`config.mk`:
```
export PLATFORM = sky130hd
export DESIGN_NAME = mod_enc_mixcol_engine
export DESIGN_NICKNAME = d
export VERILOG_FILES = /design/src/rtl/mod_enc_mixcol_engine.sv
export SDC_FILE = /design/constraint.sdc
export NUM_CORES = 1
export LEC_CHECK = 0
export CORE_ASPECT_RATIO = 2
export CORE_MARGIN = 2
export CORE_UTILIZATION = 47
export CTS_BUF_LIST = sky130_fd_sc_hd__clkbuf_8
export CTS_CLUSTER_SIZE = 10
export DETAILED_ROUTE_END_ITERATION = 12
export HOLD_SLACK_MARGIN = 0.1
export PLACE_DENSITY = 0.8
export SYNTH_ARGS = -nofsm -noshare
export SYNTH_HDL_FRONTEND = slang
export SYNTH_SLANG_ARGS = --single-unit
```
`constraint.sdc`:
```
create_clock -name clk -period 2.3 [get_ports clk]
set_input_delay 0.46 -clock clk [delete_from_list [all_inputs] [get_ports clk]]
set_output_delay 0.46 -clock clk [all_outputs]
set_load 0.05 [all_outputs]
```
`src/rtl/mod_enc_mixcol_engine.sv`:
```
`default_nettype none
// ============================================================================
// Module      : mod_enc_mixcol_engine
// Description : AES MixColumns / InvMixColumns / bypass engine. Accepts a
//               128-bit state over valid/ready, transforms COLS_PER_CYCLE
//               columns per clock and returns the block over valid/ready.
// Revision    : 1.0 - initial release
// ============================================================================
module mod_enc_mixcol_engine #(
    parameter int COLS_PER_CYCLE = 4,
    parameter int OUT_REG        = 1
) (
    input  logic         clk,
    input  logic         reset,
    input  logic         in_valid,
    output logic         in_ready,
    input  logic [127:0] in_data,
    input  logic [1:0]   in_mode,
    output logic         out_valid,
    input  logic         out_ready,
    output logic [127:0] out_data,
    output logic         busy
);

    if (!(COLS_PER_CYCLE == 1 || COLS_PER_CYCLE == 2 || COLS_PER_CYCLE == 4)) begin : g_bad_cols
        $error("COLS_PER_CYCLE must be 1, 2 or 4");
    end

    localparam logic [2:0] c_cpc    = 3'(COLS_PER_CYCLE);
    // A whole block fits in one transform: done straight from the accept edge
    localparam bit         c_single = (COLS_PER_CYCLE == 4);

    typedef enum logic [1:0] {
        S_IDLE = 2'd0,
        S_BUSY = 2'd1,
        S_DONE = 2'd2
    } state_t;

    state_t         r_state;
    logic [2:0]     r_cnt;
    logic [127:0]   r_work;
    logic [1:0]     r_mode;
    logic           r_out_valid;
    logic           r_busy;
    logic           r_live;     // holds in_ready low until the first edge after reset

    logic [127:0]   w_in_xf;     // all four columns of in_data transformed
    logic [127:0]   w_work_next; // working register with the current group transformed
    logic [3:0]     w_sel;
    logic           w_accept;
    logic           w_last;

    // GF(2^8) multiply-by-two, polynomial 0x11B
    function automatic logic [7:0] xt(input logic [7:0] x);
        return {x[6:0], 1'b0} ^ (x[7] ? 8'h1B : 8'h00);
    endfunction

    // One column through the forward or inverse matrix; mode[1] copies through
    function automatic logic [31:0] mix_col(input logic [31:0] col, input logic [1:0] mode);
        logic [7:0] a [4];
        logic [7:0] x2 [4];
        logic [7:0] x4 [4];
        logic [7:0] x8 [4];
        logic [7:0] m9 [4];
        logic [7:0] mb [4];
        logic [7:0] md [4];
        logic [7:0] me [4];
        logic [31:0] res;
        for (int i = 0; i < 4; i++) begin
            a[i]  = col[31-8*i -: 8];
            x2[i] = xt(a[i]);
            x4[i] = xt(x2[i]);
            x8[i] = xt(x4[i]);
            m9[i] = x8[i] ^ a[i];
            mb[i] = x8[i] ^ x2[i] ^ a[i];
            md[i] = x8[i] ^ x4[i] ^ a[i];
            me[i] = x8[i] ^ x4[i] ^ x2[i];
        end
        if (mode[1]) begin
            res = col;
        end else if (mode[0]) begin
            res = {me[0] ^ mb[1] ^ md[2] ^ m9[3],
                   m9[0] ^ me[1] ^ mb[2] ^ md[3],
                   md[0] ^ m9[1] ^ me[2] ^ mb[3],
                   mb[0] ^ md[1] ^ m9[2] ^ me[3]};
        end else begin
            res = {x2[0] ^ x2[1] ^ a[1] ^ a[2] ^ a[3],
                   a[0] ^ x2[1] ^ x2[2] ^ a[2] ^ a[3],
                   a[0] ^ a[1] ^ x2[2] ^ x2[3] ^ a[3],
                   x2[0] ^ a[0] ^ a[1] ^ a[2] ^ x2[3]};
        end
        return res;
    endfunction

    for (genvar c = 0; c < 4; c++) begin : g_col
        assign w_in_xf[127-32*c -: 32]     = mix_col(in_data[127-32*c -: 32], in_mode);
        assign w_sel[c]                    = (3'(c) >= r_cnt) && (3'(c) < (r_cnt + c_cpc));
        assign w_work_next[127-32*c -: 32] = w_sel[c] ? mix_col(r_work[127-32*c -: 32], r_mode)
                                                      : r_work[127-32*c -: 32];
    end

    assign in_ready  = r_live && ((r_state == S_IDLE) || ((r_state == S_DONE) && out_ready));
    assign w_accept  = in_valid && in_ready;
    assign w_last    = ((r_cnt + c_cpc) == 3'd4);
    assign out_valid = r_out_valid;
    assign busy      = r_busy;

    // Control FSM with working/mode registers and registered status outputs
    always_ff @(posedge clk or negedge reset) begin
        if (!reset) begin
            r_state     <= S_IDLE;
            r_cnt       <= 3'd0;
            r_work      <= '0;
            r_mode      <= 2'b00;
            r_out_valid <= 1'b0;
            r_busy      <= 1'b0;
            r_live      <= 1'b0;
        end else begin
            r_live <= 1'b1;
            case (r_state)
                S_BUSY: begin
                    r_work <= w_work_next;
                    r_cnt  <= r_cnt + c_cpc;
                    if (w_last) begin
                        r_state     <= S_DONE;
                        r_busy      <= 1'b0;
                        r_out_valid <= 1'b1;
                    end
                end
                default: begin
                    // IDLE, or DONE where a drain may coincide with a new accept
                    if (w_accept) begin
                        r_mode <= in_mode;
                        r_cnt  <= 3'd0;
                        if (c_single) begin
                            r_work      <= w_in_xf;
                            r_state     <= S_DONE;
                            r_out_valid <= 1'b1;
                            r_busy      <= 1'b0;
                        end else begin
                            r_work      <= in_data;
                            r_state     <= S_BUSY;
                            r_out_valid <= 1'b0;
                            r_busy      <= 1'b1;
                        end
                    end else if ((r_state == S_DONE) && out_ready) begin
                        r_state     <= S_IDLE;
                        r_out_valid <= 1'b0;
                    end
                end
            endcase
        end
    end

    if (OUT_REG != 0) begin : g_out_reg
        logic         w_enter_done;
        logic [127:0] w_done_value;
        logic [127:0] r_out;

        assign w_enter_done = (w_accept && c_single) || ((r_state == S_BUSY) && w_last);
        assign w_done_value = (r_state == S_BUSY) ? w_work_next : w_in_xf;

        // Snapshot of the finished block, loaded on entry to DONE
        always_ff @(posedge clk or negedge reset) begin
            if (!reset) begin
                r_out <= '0;
            end else if (w_enter_done) begin
                r_out <= w_done_value;
            end
        end

        assign out_data = r_out;
    end else begin : g_work_out
        assign out_data = r_work;
    end

endmodule
`default_nettype wire

```
Word-level counts from Yosys, hierarchy flattened

Index checks and enable logic that the tools add are counted.

Add/subtract/negate cells: 1
Order comparisons: 8
Equality and inequality tests: 4
Muxes and demuxes: 132
Bitwise operators: 513
Reduce and logical (&&, ||, !) cells: 16

Operator list:

| cell                | count |
|---|---|
| $xor 8x8->8         | 416 |
| $xor 8x5->8         | 96 |
| $mux 32             | 20 |
| $mux 5              | 96 |
| $mux 128            | 3 |
| $logic_and 1x1->1   | 8 |
| $mux 2              | 4 |
| $mux 1              | 7 |
| $ge 1x3->1 const A  | 2 |
| $ge 2x3->1 const A  | 2 |
| $lt 1x3->1 const A  | 2 |
| $lt 2x3->1 const A  | 2 |
| $mux 3              | 2 |
| $reduce_and 2->1    | 3 |
| $add 3x3->3 const B | 1 |
| $eq 3x3->1 const B  | 1 |
| $reduce_bool 3->1   | 1 |
| $eq 2x1->1 const B  | 1 |
| $eq 2x2->1 const B  | 1 |
| $logic_not 2->1     | 1 |
| $logic_or 1x1->1    | 2 |
| $ne 2x2->1 const B  | 1 |
| $reduce_bool 2->1   | 1 |
| $not 1->1           | 1 |

Flip-flop bits (word level): 266
Input port bits: 134
Output and inout port bits: 131
Logic and storage cells: 682

Depth between registers and ports, before layout

Depth in word-level cells: 15
Depth in mapped cells: 9
Mapped depth without buffers: 8

Least setup slack after synthesis

Ideal clock, no wire load.

Path kind: input to register
Start point: in in_data[117]
End point: reg g_out_reg.r_out[99], in the netlist out_data[99]
Setup time: 0.126 ns
Arrival: 2.276 ns
Data required time: 2.174 ns
Path slack: -0.102 ns
Stages: 9
Path buffers: 1
Cell sequence: buf_4 -> xor2_2 -> xnor3_1 -> xnor2_1 -> xnor2_1 -> nor2_1 -> nand3b_1 -> mux2i_1 -> a221o_1

Longest elaborated chain between the ends: 12

Ends and longest elaborated chain:

| element                  | line | source |
|---|---|---|
| start: declaration       | 17   | `input logic [127:0] in_data,` |
| $xor 8x5->8 (2 in a row) | 55   | `return {x[6:0], 1'b0} ^ (x[7] ? 8'h1B : 8'h00);` |
| $mux 5                   | 55   |  |
| $xor 8x5->8              | 55   |  |
| $xor 8x8->8 (2 in a row) | 76   | `md[i] = x8[i] ^ x4[i] ^ a[i];` |
| $xor 8x8->8 (3 in a row) | 85   | `mb[0] ^ md[1] ^ m9[2] ^ me[3]};` |
| $mux 32                  | 81   | `end else if (mode[0]) begin` |
| $mux 32                  | 79   | `if (mode[1]) begin` |
| $mux 128                 | 161  | `assign w_done_value = (r_state == S_BUSY) ? w_work_next : w_in_xf;` |
| end signal: assignment   | 168  | `r_out <= w_done_value;` |
| end: declaration         | 158  | `logic [127:0] r_out;` |

Every way passes these cells.
A chain may end at the register's enable or synchronous reset.

Worst setup path after layout

Start point: in in_data[29]
End point: reg g_out_reg.r_out[4], in the netlist out_data[4]

Longest elaborated chain between the ends: 12

Ends and longest elaborated chain:

| element                  | line | source |
|---|---|---|
| $xor 8x5->8 (2 in a row) | 55   |  |
| $mux 5                   | 55   |  |
| $xor 8x5->8              | 55   |  |
| $xor 8x8->8 (2 in a row) | 75   | `mb[i] = x8[i] ^ x2[i] ^ a[i];` |
| $xor 8x8->8 (3 in a row) | 85   |  |
| $mux 32                  | 81   |  |
| $mux 32                  | 79   |  |
| $mux 128                 | 161  |  |

Every way passes these cells.

==> summary.md <==
| Metric | Value |
|---|---|
| Starting DRT DRC Count | 905 |
| Yosys warnings | 0 |
| Yosys top cell area share | 36.0% |
| Grt ovf | 0 |
| Placed Cells | 2,843 |
| Clock transition at path regs | 0.08 ns |
| Final wirelength | 60.2 mm |
| Fillers | 2,475 |
| Final Hold Fails | 0 |
| Chip width | 133 µm |
| Setup tns final | -0.0811 ns |
| DPL Wire Length | 48.3 mm |
| Post-synthesis cell count | 1,800 |
| Max Cap Viol | 0 |
| Final setup fails | 2 |
| CTS sink cnt | 130 |
| Endpoint class of the critical path | flip-flop |
| Worst Path Max Fanout | 5 |
| Drt first pass iters | 6 |
| Fin cells | 2,894 |
| LEAKAGE | 10.0 nW |
| IO Count | 265 |
| Total GRT Usage | 34.0% |
| Root Buffer Master | clkbuf_8 |
| Post-route cell area | 23,400 µm² |
| Area grow syn2layout | 49.4% |
| Residual DRC | 0 |
| GP Congestion | 0.995 |
| Nets | 2,582 |
| Fin crit share | 103% |
| Post-synthesis average cell area | 8.71 µm² |
| WL/cell | 20.8 µm |
| Vias | 15,207 |
| # rows | 94 |
| Largest net degree at the start of global routing | 68 |
| Worst Tran Pin Value | 0.665 ns |
| Vias in the first global route | 16,149 |
| Post-Syn Nets | 1,934 |
| Peak VDD IR | 0.633 mV |
| Yosys reg bits | 130 |
| Nature of the critical path startpoint | input pin |
| Initial core utilization | 47.6% |
| FFs w/ async S/R, synth | 100% |
| CTS H-tree lvls | 4 |
| Via/cell ratio | 5.25 |
| Clock Latency Late Sink | 0.51 ns |
| First-pass GRT wire length | 90.8 mm |
| RSZ-0062 raised after global routing | true |
| Initial antenna violation count | 1 |
| Worst Path Required | 2.70 ns |
| Max-slew headroom | 55.5% |
| Post-Place Cell Area | 22,200 µm² |
| Pwr Density | 827 nW/µm² |
| CTS tree | done |
| Max Fclk | 0.424 GHz |
| Fin Clk Skew | 0.0193 ns |
| Failing checks | setup timing |
| Cell area after synthesis | 15,700 µm² |
| Data arrival, critical path | 2.76 ns |
| Seq/Total Area, Yosys | 20.8% |
| Area leader, netlist | xnor2_1 |
| EDFF count, synth | 0 |
| Multi-input gate area | 12,200 µm² |
| Worst Hold Slack | 0.291 ns |
| Synth top area cells | xnor2_1, dfrtp_1, xor2_1 |
| Die Span Y | 262 µm |
| Post-DRT Antenna Nets | 0 |
| Hold Crit Class | input pin to async pin |
| Post-layout minimum cycle time | 2.36 ns |
| Setup WS post-layout | -0.0579 ns |
| Full die area | 34,900 µm² |
| Critical path class | input pin to flip-flop |
| Core Area | 32,900 µm² |
| Port Buffers | 263 |
| Total CTS buffers | 17 |
| Yosys cell types | 49 |
| Worst slack, placed | -0.753 ns |
| Max Slew Vio Count | 0 |
| Status | complete, but fails checks |
| Primary FF master, synth | dfrtp_1 |
| Register area | 3250 µm² |
| Share of layout cells above drive strength 1 | 28.1% |
| CTS max path bufs | 2 |
stage by stage:
step	util [%]	power [mW]
after floorplan	-	11.7
after global routing	71.1	20.3
after global placement	67.3	16.3
after detailed placement	67.3	16.5
after CTS	69.2	19.1
final	71.1	19.4
sequential cells by signal (all words and copies together), names as in the netlist:
name / flops
out_data: 128
r_state: 1
r_live: 1
report_power, final:
group          internal (mW)  total [mW]  leakage [nW]  switching (mW)
sequential              2.90        3.38          1.58           0.476
clock                   1.31        2.41         0.222            1.09
combinational           6.23        13.6          8.20            7.33
layout make-up:
class / count / share of cell area, %
multi-input cells: 1492 / 52.1
repair buffers: 799 / 29.6
flip-flops and latches: 130 / 13.9
well taps: 432 / 2.31
clock buffers: 18 / 1.06
clock inverters: 14 / 0.903
inverters: 8 / 0.134
diodes: 1 / 0.0107
critical path: stages:
cell             delay (ns)
clkdlybuf4s50_1        0.56
buf_4                  0.17
xor2_1                 0.49
xnor2_4                0.23
xnor2_2                0.28
xnor2_2                0.18
xor2_1                 0.12
o32ai_2                0.26
cell usage after synthesis (all sizes together) (3+ instances only):
library cell  instances
mux2i                39
nand3                10
and3                 16
inv                   8
dfrtp               130
a211oi               13
xnor2               674
nor2                105
xnor3                13
o22ai                 9
nand2               130
xor2                220
o21ai               142
o221ai                3
clkbuf               85
o211ai                5
o32ai                12
buf                  84
a21oi                59
or3                   5
a221oi               19
what timing repair did:
item,in CTS,in global routing
setup buffers,0,17
hold endpoints to repair,130,0
hold buffers,1,0
setup endpoints to repair,19,75
gates resized for setup,26,86
pin swaps,3,30
kinds of logic (layout without fill, tap and decap cells):
logic type	Yosys count	in the layout	synth area share (%)
AO/OA/AOI/OAI	267	267	9.87
XOR/XNOR	908	908	54.1
buffers and inverters	178	839	5.52
flip-flops	130	130	20.8
multiplexers	41	41	2.63
other	2	3	0.0479
AND/OR/NAND/NOR	274	274	7.12
worst paths after layout:
path | slack [ns] | depth (start not counted) | from | end
worst max-delay path | -0.06 | 8 | in_data[29] | out_data[4]$_DFFE_PN0P_
worst min-delay path | 0.29 | 2 | reset | out_data[16]$_DFFE_PN0P_
worst max register to register | 0.55 | 6 | r_state[1]$_DFFE_PN0P_ | out_data[18]$_DFFE_PN0P_
worst min register to register | 0.48 | 2 | out_data[55]$_DFFE_PN0P_ | out_data[55]$_DFFE_PN0P_
max in group asynchronous | 1.41 | 3 | reset | out_data[70]$_DFFE_PN0P_
min in group clk | 0.47 | 3 | in_data[77] | out_data[77]$_DFFE_PN0P_
routing by layer:
metal | up-vias | GRT usage, % | share of wire (%)
li1 | 7007 | - | -
met1 | 7300 | 32.2 | 32
met2 | 629 | 64.1 | 54
met3 | 271 | 3.54 | 3.6
met4 | 0 | 28.8 | 9.9
met5 | - | 0 | 0
cell usage in the layout (no fill, tap or decap), types with 15 or more instances in the layout:
| master | Yosys | final |
|---|---|---|
| clkbuf_8 | 3 | 18 |
| xnor2_1 | 645 | 603 |
| a21oi_1 | 59 | 57 |
| mux2i_1 | 39 | 37 |
| xor2_2 | 8 | 27 |
| o21ai_0 | 96 | 94 |
| xor2_1 | 210 | 189 |
| nand2_1 | 130 | 129 |
| o21ai_1 | 45 | 47 |
| nor2_1 | 105 | 105 |
| buf_4 | 14 | 517 |
| buf_12 | 0 | 17 |
| xnor2_2 | 28 | 60 |
| dfrtp_1 | 130 | 130 |
| dlymetal6s2s_1 | 0 | 20 |
| a221oi_1 | 18 | 18 |
| clkdlybuf4s50_1 | 0 | 232 |
| and3_1 | 16 | 15 |
(Power assumes the default switching activity.)
